`src/rtl/syscall_print_unit.sv`:
```
// syscall_print_unit
//   Services the MIPS print_string (v0=4), print_char (v0=11) and exit (v0=10)
//   syscalls decoded in ID. While servicing, it freezes the front of the
//   pipeline, walks a NUL-terminated string in data memory one word at a time,
//   and hands it to the console sink one character per valid/ready handshake.
// Ports
//   i_clk, i_rst_n          clock (rising edge), asynchronous active-low reset
//   i_syscall_valid         syscall present in ID
//   i_v0, i_a0              service code and argument (string address / char)
//   o_stall                 freeze PC, IF/ID and ID/EX
//   o_mem_rd_en, o_mem_addr word-aligned data-memory read request
//   i_mem_rd_data           read word, valid the cycle after o_mem_rd_en
//   o_char_valid/o_char_data/i_char_ready   character stream to the sink
//   o_done                  one-cycle pulse at service completion
//   o_exit_req              sticky exit request
//   o_trunc_err             sticky: string reached MAX_LEN without a NUL
module syscall_print_unit #(
  parameter int MAX_LEN = 256,
  parameter int CHAR_W  = 8
) (
  input  logic              i_clk,
  input  logic              i_rst_n,
  input  logic              i_syscall_valid,
  input  logic [31:0]       i_v0,
  input  logic [31:0]       i_a0,
  output logic              o_stall,
  output logic              o_mem_rd_en,
  output logic [31:0]       o_mem_addr,
  input  logic [31:0]       i_mem_rd_data,
  output logic              o_char_valid,
  output logic [CHAR_W-1:0] o_char_data,
  input  logic              i_char_ready,
  output logic              o_done,
  output logic              o_exit_req,
  output logic              o_trunc_err
);

  localparam int CNT_W = $clog2(MAX_LEN + 1);

  localparam logic [2:0] S_IDLE  = 3'd0;
  localparam logic [2:0] S_FETCH = 3'd1;
  localparam logic [2:0] S_LOAD  = 3'd2;
  localparam logic [2:0] S_SCAN  = 3'd3;
  localparam logic [2:0] S_EMIT  = 3'd4;
  localparam logic [2:0] S_DONE  = 3'd5;

  logic [2:0]        r_state;
  logic [31:0]       r_ptr;
  logic [CNT_W-1:0]  r_count;
  logic [31:0]       r_word;
  logic [CHAR_W-1:0] r_chr;
  logic              r_is_str;
  logic              r_exit;
  logic              r_trunc;

  logic              w_is_str_req;
  logic              w_is_chr_req;
  logic              w_is_exit_req;
  logic              w_req_ok;
  logic [7:0]        w_byte;
  logic [31:0]       w_ptr_nxt;
  logic              w_at_max;

  assign w_is_str_req  = (i_v0 == 32'd4);
  assign w_is_chr_req  = (i_v0 == 32'd11);
  assign w_is_exit_req = (i_v0 == 32'd10);
  assign w_req_ok      = i_syscall_valid & (w_is_str_req | w_is_chr_req | w_is_exit_req);

  // Little-endian lane select within the buffered word.
  assign w_byte    = r_word[{r_ptr[1:0], 3'b000} +: 8];
  assign w_ptr_nxt = r_ptr + 32'd1;
  assign w_at_max  = (r_count == CNT_W'(MAX_LEN));

  always_ff @(posedge i_clk or negedge i_rst_n) begin
    if (!i_rst_n) begin
      r_state  <= S_IDLE;
      r_ptr    <= '0;
      r_count  <= '0;
      r_word   <= '0;
      r_chr    <= '0;
      r_is_str <= 1'b0;
      r_exit   <= 1'b0;
      r_trunc  <= 1'b0;
    end else begin
      case (r_state)
        S_IDLE: begin
          if (w_req_ok) begin
            if (w_is_str_req) begin
              r_ptr    <= i_a0;
              r_count  <= '0;
              r_is_str <= 1'b1;
              r_state  <= S_FETCH;
            end else if (w_is_chr_req) begin
              r_chr    <= CHAR_W'(i_a0[7:0]);
              r_is_str <= 1'b0;
              r_state  <= S_EMIT;
            end else begin
              r_exit   <= 1'b1;
              r_state  <= S_DONE;
            end
          end
        end
        S_FETCH: r_state <= S_LOAD;
        S_LOAD: begin
          r_word  <= i_mem_rd_data;
          r_state <= S_SCAN;
        end
        S_SCAN: begin
          // NUL wins over the length limit: a string of exactly MAX_LEN
          // characters followed by NUL is not a truncation.
          if (w_byte == 8'h00) begin
            r_state <= S_DONE;
          end else if (w_at_max) begin
            r_trunc <= 1'b1;
            r_state <= S_DONE;
          end else begin
            r_chr   <= CHAR_W'(w_byte);
            r_state <= S_EMIT;
          end
        end
        S_EMIT: begin
          if (i_char_ready) begin
            if (!r_is_str) begin
              r_state <= S_DONE;
            end else begin
              r_ptr <= w_ptr_nxt;
              if (!w_at_max) r_count <= r_count + 1'b1;
              // Crossing into a new word needs a refetch.
              r_state <= (w_ptr_nxt[1:0] == 2'b00) ? S_FETCH : S_SCAN;
            end
          end
        end
        S_DONE:  r_state <= S_IDLE;
        default: r_state <= S_IDLE;
      endcase
    end
  end

  assign o_stall      = (r_state == S_FETCH) | (r_state == S_LOAD) | (r_state == S_SCAN) |
                        (r_state == S_EMIT)  | ((r_state == S_IDLE) & w_req_ok);
  assign o_mem_rd_en  = (r_state == S_FETCH);
  assign o_mem_addr   = (r_state == S_FETCH) ? {r_ptr[31:2], 2'b00} : 32'd0;
  assign o_char_valid = (r_state == S_EMIT);
  assign o_char_data  = (r_state == S_EMIT) ? r_chr : '0;
  assign o_done       = (r_state == S_DONE);
  assign o_exit_req   = r_exit;
  assign o_trunc_err  = r_trunc;

endmodule

```
`config.mk`:
```
export PLATFORM = sky130hd
export DESIGN_NAME = syscall_print_unit
export DESIGN_NICKNAME = d
export VERILOG_FILES = /design/src/rtl/syscall_print_unit.sv
export SDC_FILE = /design/constraint.sdc
export NUM_CORES = 1
export LEC_CHECK = 0
export BUFFER_PORTS_ARGS = -buffer_cell sky130_fd_sc_hd__buf_2
export CAP_MARGIN = 40
export CELL_PAD_IN_SITES_DETAIL_PLACEMENT = 0
export CELL_PAD_IN_SITES_GLOBAL_PLACEMENT = 1
export CORE_MARGIN = 4
export CORE_UTILIZATION = 36
export DETAILED_ROUTE_END_ITERATION = 12
export PLACE_DENSITY_LB_ADDON = 0.1
export SETUP_SLACK_MARGIN = 0.4
export SKIP_LAST_GASP = 1
export SYNTH_ARGS = -nofsm -noshare
export SYNTH_HDL_FRONTEND = slang
export SYNTH_SLANG_ARGS = --single-unit
export TNS_END_PERCENT = 10
```
`constraint.sdc`:
```
create_clock -name i_clk -period 2.1 [get_ports i_clk]
set_input_delay 0.21 -clock i_clk [delete_from_list [all_inputs] [get_ports i_clk]]
set_output_delay 0.21 -clock i_clk [all_outputs]
set_load 0.05 [all_outputs]
```
==> reports/summary.txt, run 1 <==
status - finished, violations left
violated checks - negative setup slack
# fillers - 1333
DP Worst Slack - -0.132 ns
met1 GRT Util - 29.1%
kind of critical path - reg2out
sw frac - 37.2%
worst slew pin tran - 0.544 ns
Root Buffer - clkbuf_16
setup ws final - -0.0622 ns
io pins - 146
Synth cell types - 65
CTS tree - built
crit-path cells - buf_4 > or3b_4 > inv_4 > bufbuf_16 > and2_4 > buf_8
Routed WL - 17.2 mm
DRC viols - 0
CP max stage delay - 0.41 ns
Final Hold Slack - 0.0775 ns
final setup violation count - 35
initial antenna violation count - 0
CTS H-Tree Depth - 3
latest clock arrival within the worst-skew pair - 0.35 ns
die footprint - 16400 µm²
min cycle time layout - 2.16 ns
Rel. slew slack - 63.6%
Die Wd - 128 µm
Placed Area - 6470 µm²
pwr/cell area - 972 nW/µm²
worst-path maximum fanout - 5
Worst Hold Path EP - r_word[3]$_DFFE_PN0N_
Antenna Violating Nets Remaining - 0
sw power - 2.57 mW
CTS Buffer Depth - 2
R2R depth - 6
largest net degree at the start of global routing - 36
slowest cell on the critical path - or3b_4
Worst EP required - 1.89 ns
Synth warnings - 0
register area share after synthesis - 41.9%
vias in the first global route - 5079
dpl hpwl - 12.3 mm
DR pass1 iterations - 5
global-route congestion overflow total - 0
gp weighted congestion - 0.790
Die Span Y - 128 µm
met2 Use GR - 31.8%
Lkg Pwr - 3.27 nW
Area Overhead vs Synth - 36.7%
PortBufs - 143
most frequent cells in the layout - 131 x buf_2, 86 x dfrtp_1, 52 x buf_4, 33 x mux2_2, 30 x nor2_1
max cap viols - 0
CTS Buf Count - 9
first-pass GRT wire length - 26.9 mm
Final Hold Viols - 0
Worst Setup End Kind - output port
final instance area - 7110 µm²
most common cell after layout, fill and taps aside - buf_2
Most Crowded Layer GR - met2
fmax - 0.462 GHz
mapped cell area - 5200 µm²
routed via count - 5055
worst flop-to-flop path endpoint - r_chr[1]$_DFFE_PN0P_
share of layout cells above drive strength 1 - 43.6%
Worst Path Arrival - 1.95 ns
syn_area_per_cell - 10.0 µm²
ANT cells - 0
GRT Total Usage - 20.6%
row cnt - 43
Peak VDD IR - 0.564 mV
GR Util met3 - 3.88%
RSZ-0062 raised after global routing - yes
Seq pwr share - 34.0%
worst hold path type - in2reg
clock share of power - 23.7%
NumNets Final - 802
starting density of the core - 37.2%
clock skew - 0.00523 ns
fin. max-slew vios - 0
Starting DRT DRC Count - 371
Mapped Cells - 520
Via density - 5.72
R2R Path Start - r_ptr[0]$_DFFE_PN0P_
CP Launch Type - flop
Int Power - 4.34 mW
Seq cells post-synth - 87
part of the cycle the worst path needs - 103%
Post-synth ARST share - 100%
worst reg-to-reg setup slack - -0.05 ns
average routed wire per standard cell - 19.5 µm
Most used DFF post-synth - dfrtp_1
Core Box Area - 14000 µm²
CTS sink cnt - 87
WHS Path Cells - 2
Hold Crit Start - i_mem_rd_data[3]
final std cells w/o fill - 884
Reg clk slew, reported paths - 0.07 ns
Comb power frac - 42.2%
number of synthesized flops with an enable pin - 0
Post-Place Cells - 853
==> cell families (layout without fill, tap and decap cells) <==
family	after synthesis	in the layout	share of synthesized area [%]
AOI/OAI and AO/OA	142	142	20.7
adders and majority gates	3	3	0.722
buffers and inverters	51	234	4.19
DFF	87	87	41.9
muxes	42	42	11.1
other	1	2	0.0721
and+or+nand+nor	194	194	21.4
==> Yosys cell counts (2+ instances only) <==
master	instances	area share, %
or3_1	3	0.36
a2bb2oi_1	5	0.84
nor4_1	18	2.2
nor2_1	30	2.2
o221a_1	8	1.7
a22o_1	9	1.5
o21a_1	4	0.58
o21ai_0	9	0.87
o2bb2ai_1	7	1.2
mux4_2	4	1.7
and4_1	3	0.51
nor2b_1	2	0.24
a21o_1	3	0.43
ha_1	3	0.72
clkbuf_1	25	1.8
a21oi_1	17	1.6
nor3_1	13	1.3
inv_1	13	0.94
or2b_1	4	0.58
nor4_2	2	0.48
a41oi_1	4	0.67
a31oi_1	14	1.7
dfrtp_1	87	42
nand2_1	21	1.5
a211oi_1	2	0.29
buf_4	2	0.29
o22a_1	13	2.2
and3_1	18	2.2
nand2b_1	5	0.60
buf_2	9	0.87
nand4_1	10	1.2
and2_1	33	4.0
mux4_1	4	2.0
o31a_1	2	0.34
nor4_4	2	0.82
nand3_1	22	2.1
a22oi_1	10	1.4
o22ai_1	17	2.0
mux2_2	33	7.1
o211ai_1	5	0.72
==> per-layer routing <==
metal / vias to the layer above / share of wire, %
met1: 2528 / 47
met2: 145 / 46
met4: 0 / 1.6
met5: - / 0
met3: 21 / 4.9
li1: 2361 / -
==> flip-flops by register name, indices dropped and copies added, names as in the netlist <==
| register | flops |
|---|---|
| r_word | 32 |
| r_state | 3 |
| r_chr | 8 |
| r_ptr | 32 |
| r_count | 9 |
| r_is_str | 1 |
| o_exit_req | 1 |
| o_trunc_err | 1 |
==> how the worst max path moves through the flow <==
stage                                 from                    to  slack, ns  cells past startpoint
floorplan             r_ptr[0]$_DFFE_PN0P_  r_chr[0]$_DFFE_PN0P_      -0.04                      6
global placement      r_ptr[0]$_DFFE_PN0P_  r_chr[5]$_DFFE_PN0P_      -0.06                      6
detailed placement    r_ptr[0]$_DFFE_PN0P_  r_chr[6]$_DFFE_PN0P_      -0.13                      6
CTS                   r_ptr[0]$_DFFE_PN0P_  r_chr[0]$_DFFE_PN0P_      -0.06                      6
global route        r_state[0]$_DFFE_PN0P_        o_mem_addr[12]      -0.15                      6
finish              r_state[0]$_DFFE_PN0P_        o_char_data[5]      -0.06                      6
==> layout make-up <==
class	instances	area, µm²	share of cell area [%]
clock buffer	9	225	3.17
clock inverter	7	71.3	1.00
inverter	13	55.1	0.775
multi-input combinational	383	2970	41.7
sequential	87	2180	30.6
tap	180	225	3.17
timing repair buffer	205	1390	19.5
==> metrics by stage <==
step	utilization [%]	setup TNS, ns	total power, mW
2_1_floorplan	-	-0.828	4.15
3_3_place_gp	46.3	-0.489	4.89
3_5_place_dp	46.3	-1.02	4.92
4_1_cts	49.7	-0.720	6.74
5_1_grt	50.8	-5.54	7.27
6_report	50.8	-1.33	6.91
==> power by group through the flow <==
stage / Sequential [mW] / Combinational (mW) / Clock [mW]
3_3_place_gp: 2.38 / 2.50 / 0
3_5_place_dp: 2.36 / 2.56 / 0
2_1_floorplan: 2.25 / 1.90 / 0
5_1_grt: 2.39 / 3.14 / 1.74
4_1_cts: 2.35 / 2.72 / 1.67
6_report: 2.35 / 2.92 / 1.64
==> what timing repair did <==
action                     4_1_cts  5_1_grt
resized for setup               36       31
setup buffers                    4        7
pin swaps                        3        7
hold buffers                     1        0
cloned                           1        2
setup endpoints to repair      125      126
hold endpoints to repair        30        0
==> worst max-delay path: cells and delay by family, from the launching register on <==
kind          cells  cell delay, ns
flops             1            0.40
simple gates      2            0.57
buf+inv           4            0.63
Power figures use the tool's default switching activity.
==> run 2, diff against run 1 <==
--- a/config.mk
+++ b/config.mk
@@ -12,9 +12,11 @@
 export CORE_MARGIN = 4
 export CORE_UTILIZATION = 36
 export DETAILED_ROUTE_END_ITERATION = 12
+export MAX_ROUTING_LAYER = met4
 export PLACE_DENSITY_LB_ADDON = 0.1
 export SETUP_SLACK_MARGIN = 0.4
 export SKIP_LAST_GASP = 1
+export SLEW_MARGIN = 25
 export SYNTH_ARGS = -nofsm -noshare
 export SYNTH_HDL_FRONTEND = slang
 export SYNTH_SLANG_ARGS = --single-unit
==> reports/summary.txt, run 2 (same netlist as run 1, synthesis figures left out) <==
global-route congestion overflow total - 0 (unchanged)
RSZ-0062 raised after global routing - yes (unchanged)
CTS Buf Count - 9 (unchanged)
vias in the first global route - 5077 (was 5079)
gp weighted congestion - 0.801 (was 0.790)
CP Launch Type - flop (unchanged)
status - finished, violations left (unchanged)
setup ws final - -0.0621 ns (was -0.0622 ns)
Hold Crit Start - i_mem_rd_data[3] (unchanged)
PortBufs - 143 (unchanged)
max cap viols - 0 (unchanged)
average routed wire per standard cell - 19.5 µm (about the same)
Root Buffer - clkbuf_16 (unchanged)
CTS sink cnt - 87 (unchanged)
pwr/cell area - 973 nW/µm² (was 972 nW/µm²)
Routed WL - 17.2 mm (about the same)
CTS H-Tree Depth - 3 (unchanged)
Via density - 5.71 (was 5.72)
io pins - 146 (unchanged)
most common cell after layout, fill and taps aside - buf_2 (unchanged)
DR pass1 iterations - 5 (unchanged)
Die Wd - 128 µm (unchanged)
clock skew - 0.00575 ns (was 0.00523 ns)
Placed Area - 6470 µm² (unchanged)
worst reg-to-reg setup slack - -0.06 ns (was -0.05 ns)
# fillers - 1332 (was 1333)
latest clock arrival within the worst-skew pair - 0.35 ns (about the same)
largest net degree at the start of global routing - 36 (unchanged)
fmax - 0.463 GHz (was 0.462 GHz)
Reg clk slew, reported paths - 0.07 ns (about the same)
part of the cycle the worst path needs - 103% (about the same)
Lkg Pwr - 3.27 nW (unchanged)
Peak VDD IR - 0.564 mV (about the same)
die footprint - 16400 µm² (unchanged)
Worst EP required - 2.34 ns (was 1.89 ns)
routed via count - 5046 (was 5055)
Rel. slew slack - 64.5% (was 63.6%)
CTS tree - built (unchanged)
Worst Path Arrival - 2.41 ns (was 1.95 ns)
crit path from - r_ptr[0]$_DFFE_PN0P_ (was r_state[0]$_DFFE_PN0P_)
Antenna Violating Nets Remaining - 0 (unchanged)
share of layout cells above drive strength 1 - 43.6% (unchanged)
sequential cell area - 2180 µm² (unchanged)
Die Span Y - 128 µm (unchanged)
Final Hold Viols - 0 (unchanged)
final instance area - 7110 µm² (unchanged)
fin. max-slew vios - 0 (unchanged)
Area Overhead vs Synth - 36.7% (unchanged)
Worst Setup End Kind - flop (was output port)
CTS Buffer Depth - 2 (unchanged)
starting density of the core - 37.2% (unchanged)
Final Hold Slack - 0.0780 ns (was 0.0775 ns)
largest registers - r_ptr x32, r_word x32, r_count x9 (unchanged)
final setup violation count - 34 (was 35)
DRC viols - 0 (unchanged)
dpl hpwl - 12.3 mm (unchanged)
worst-path maximum fanout - 8 (was 5)
violated checks - negative setup slack (unchanged)
R2R Path Start - r_ptr[0]$_DFFE_PN0P_ (unchanged)
area of the multi-input gates - 2970 µm² (unchanged)
min cycle time layout - 2.16 ns (about the same)
ANT cells - 0 (unchanged)
most frequent cells in the layout - 131 x buf_2, 86 x dfrtp_1, 52 x buf_4, 33 x mux2_2, 30 x nor2_1 (unchanged)
Core Box Area - 14000 µm² (unchanged)
row cnt - 43 (unchanged)
worst hold path type - in2reg (unchanged)
NumNets Final - 802 (unchanged)
Starting DRT DRC Count - 406 (was 371)
worst slew pin tran - 0.530 ns (was 0.544 ns)
first-pass GRT wire length - 26.9 mm (about the same)
GRT Total Usage - 21.2% (was 20.6%)
initial antenna violation count - 0 (unchanged)
kind of critical path - reg2reg (was reg2out)
[run 2: cell counts in the layout (fill, tap and decap cells not counted)]
Identical to the previous run, type by type.
[run 2: repair_timing]
| action | in CTS | in global routing |
|---|---|---|
| buffers inserted | 4 | 7 |
| cloned | 1 | 2 |
| hold endpoints to repair | 30 | 0 |
| endpoints found under the setup margin | 125 | 126 |
| resized for setup | 36 | 31 |
| hold buffers | 1 | 0 |
| pin swaps | 3 | 7 |
[run 2: per-stage QoR]
stage | utilization [%] | instances | setup TNS [ns] | setup WS [ns] | power, mW
6_report | 50.8 | 884 | -1.43 | -0.0621 | 6.92
4_1_cts | 49.7 | 875 | -0.720 | -0.0557 | 6.74
5_1_grt | 50.8 | 884 | -5.58 | -0.146 | 7.27
3_5_place_dp | 46.3 | 853 | -1.02 | -0.132 | 4.92
3_3_place_gp | 46.3 | 853 | -0.489 | -0.0621 | 4.89
2_1_floorplan | - | 521 | -0.828 | -0.0443 | 4.15
[run 2: power breakdown]
| group | internal [mW] | total [mW] | switching (mW) | leakage [nW] |
|---|---|---|---|---|
| clock | 0.845 | 1.64 | 0.793 | 0.148 |
| combinational | 1.39 | 2.93 | 1.53 | 2.05 |
| sequential | 2.10 | 2.35 | 0.251 | 1.07 |
[run 2: area by class of cell]
class                      instances  share of cell area, %
multi-input combinational        383                   41.7
clock buffer                       9                   3.17
timing repair buffer             205                   19.5
sequential                        87                   30.6
inverter                          13                  0.775
tap                              180                   3.17
clock inverter                     7                   1.00
[run 2: per-layer routing]
layer,vias up,share of wire (%),track usage (%)
li1,2358,-,-
met1,2512,47,29.2
met2,158,47,31.9
met3,18,5.1,3.50
met4,0,1.4,6.74
met5,-,0,-
[run 2: worst max-delay path, cell delays in order (launching register included)]
cell and delay [ns]:
dfrtp_2 0.42, buf_12 0.13, mux4_2 0.54, nor4_4 0.34
a21oi_2 0.11, a41o_4 0.29, o221a_1 0.22
[run 2: final timing paths]
| kind | endpoint | depth (start not counted) |
|---|---|---|
| max | r_chr[1]$_DFFE_PN0P_ | 6 |
| min | r_word[3]$_DFFE_PN0N_ | 2 |
| max reg2reg | r_chr[1]$_DFFE_PN0P_ | 6 |
| min reg2reg | o_exit_req$_DFFE_PN0P_ | 1 |
| max in group asynchronous | r_ptr[8]$_DFFE_PN0P_ | 3 |
| min in group asynchronous | r_word[25]$_DFFE_PN0N_ | 2 |
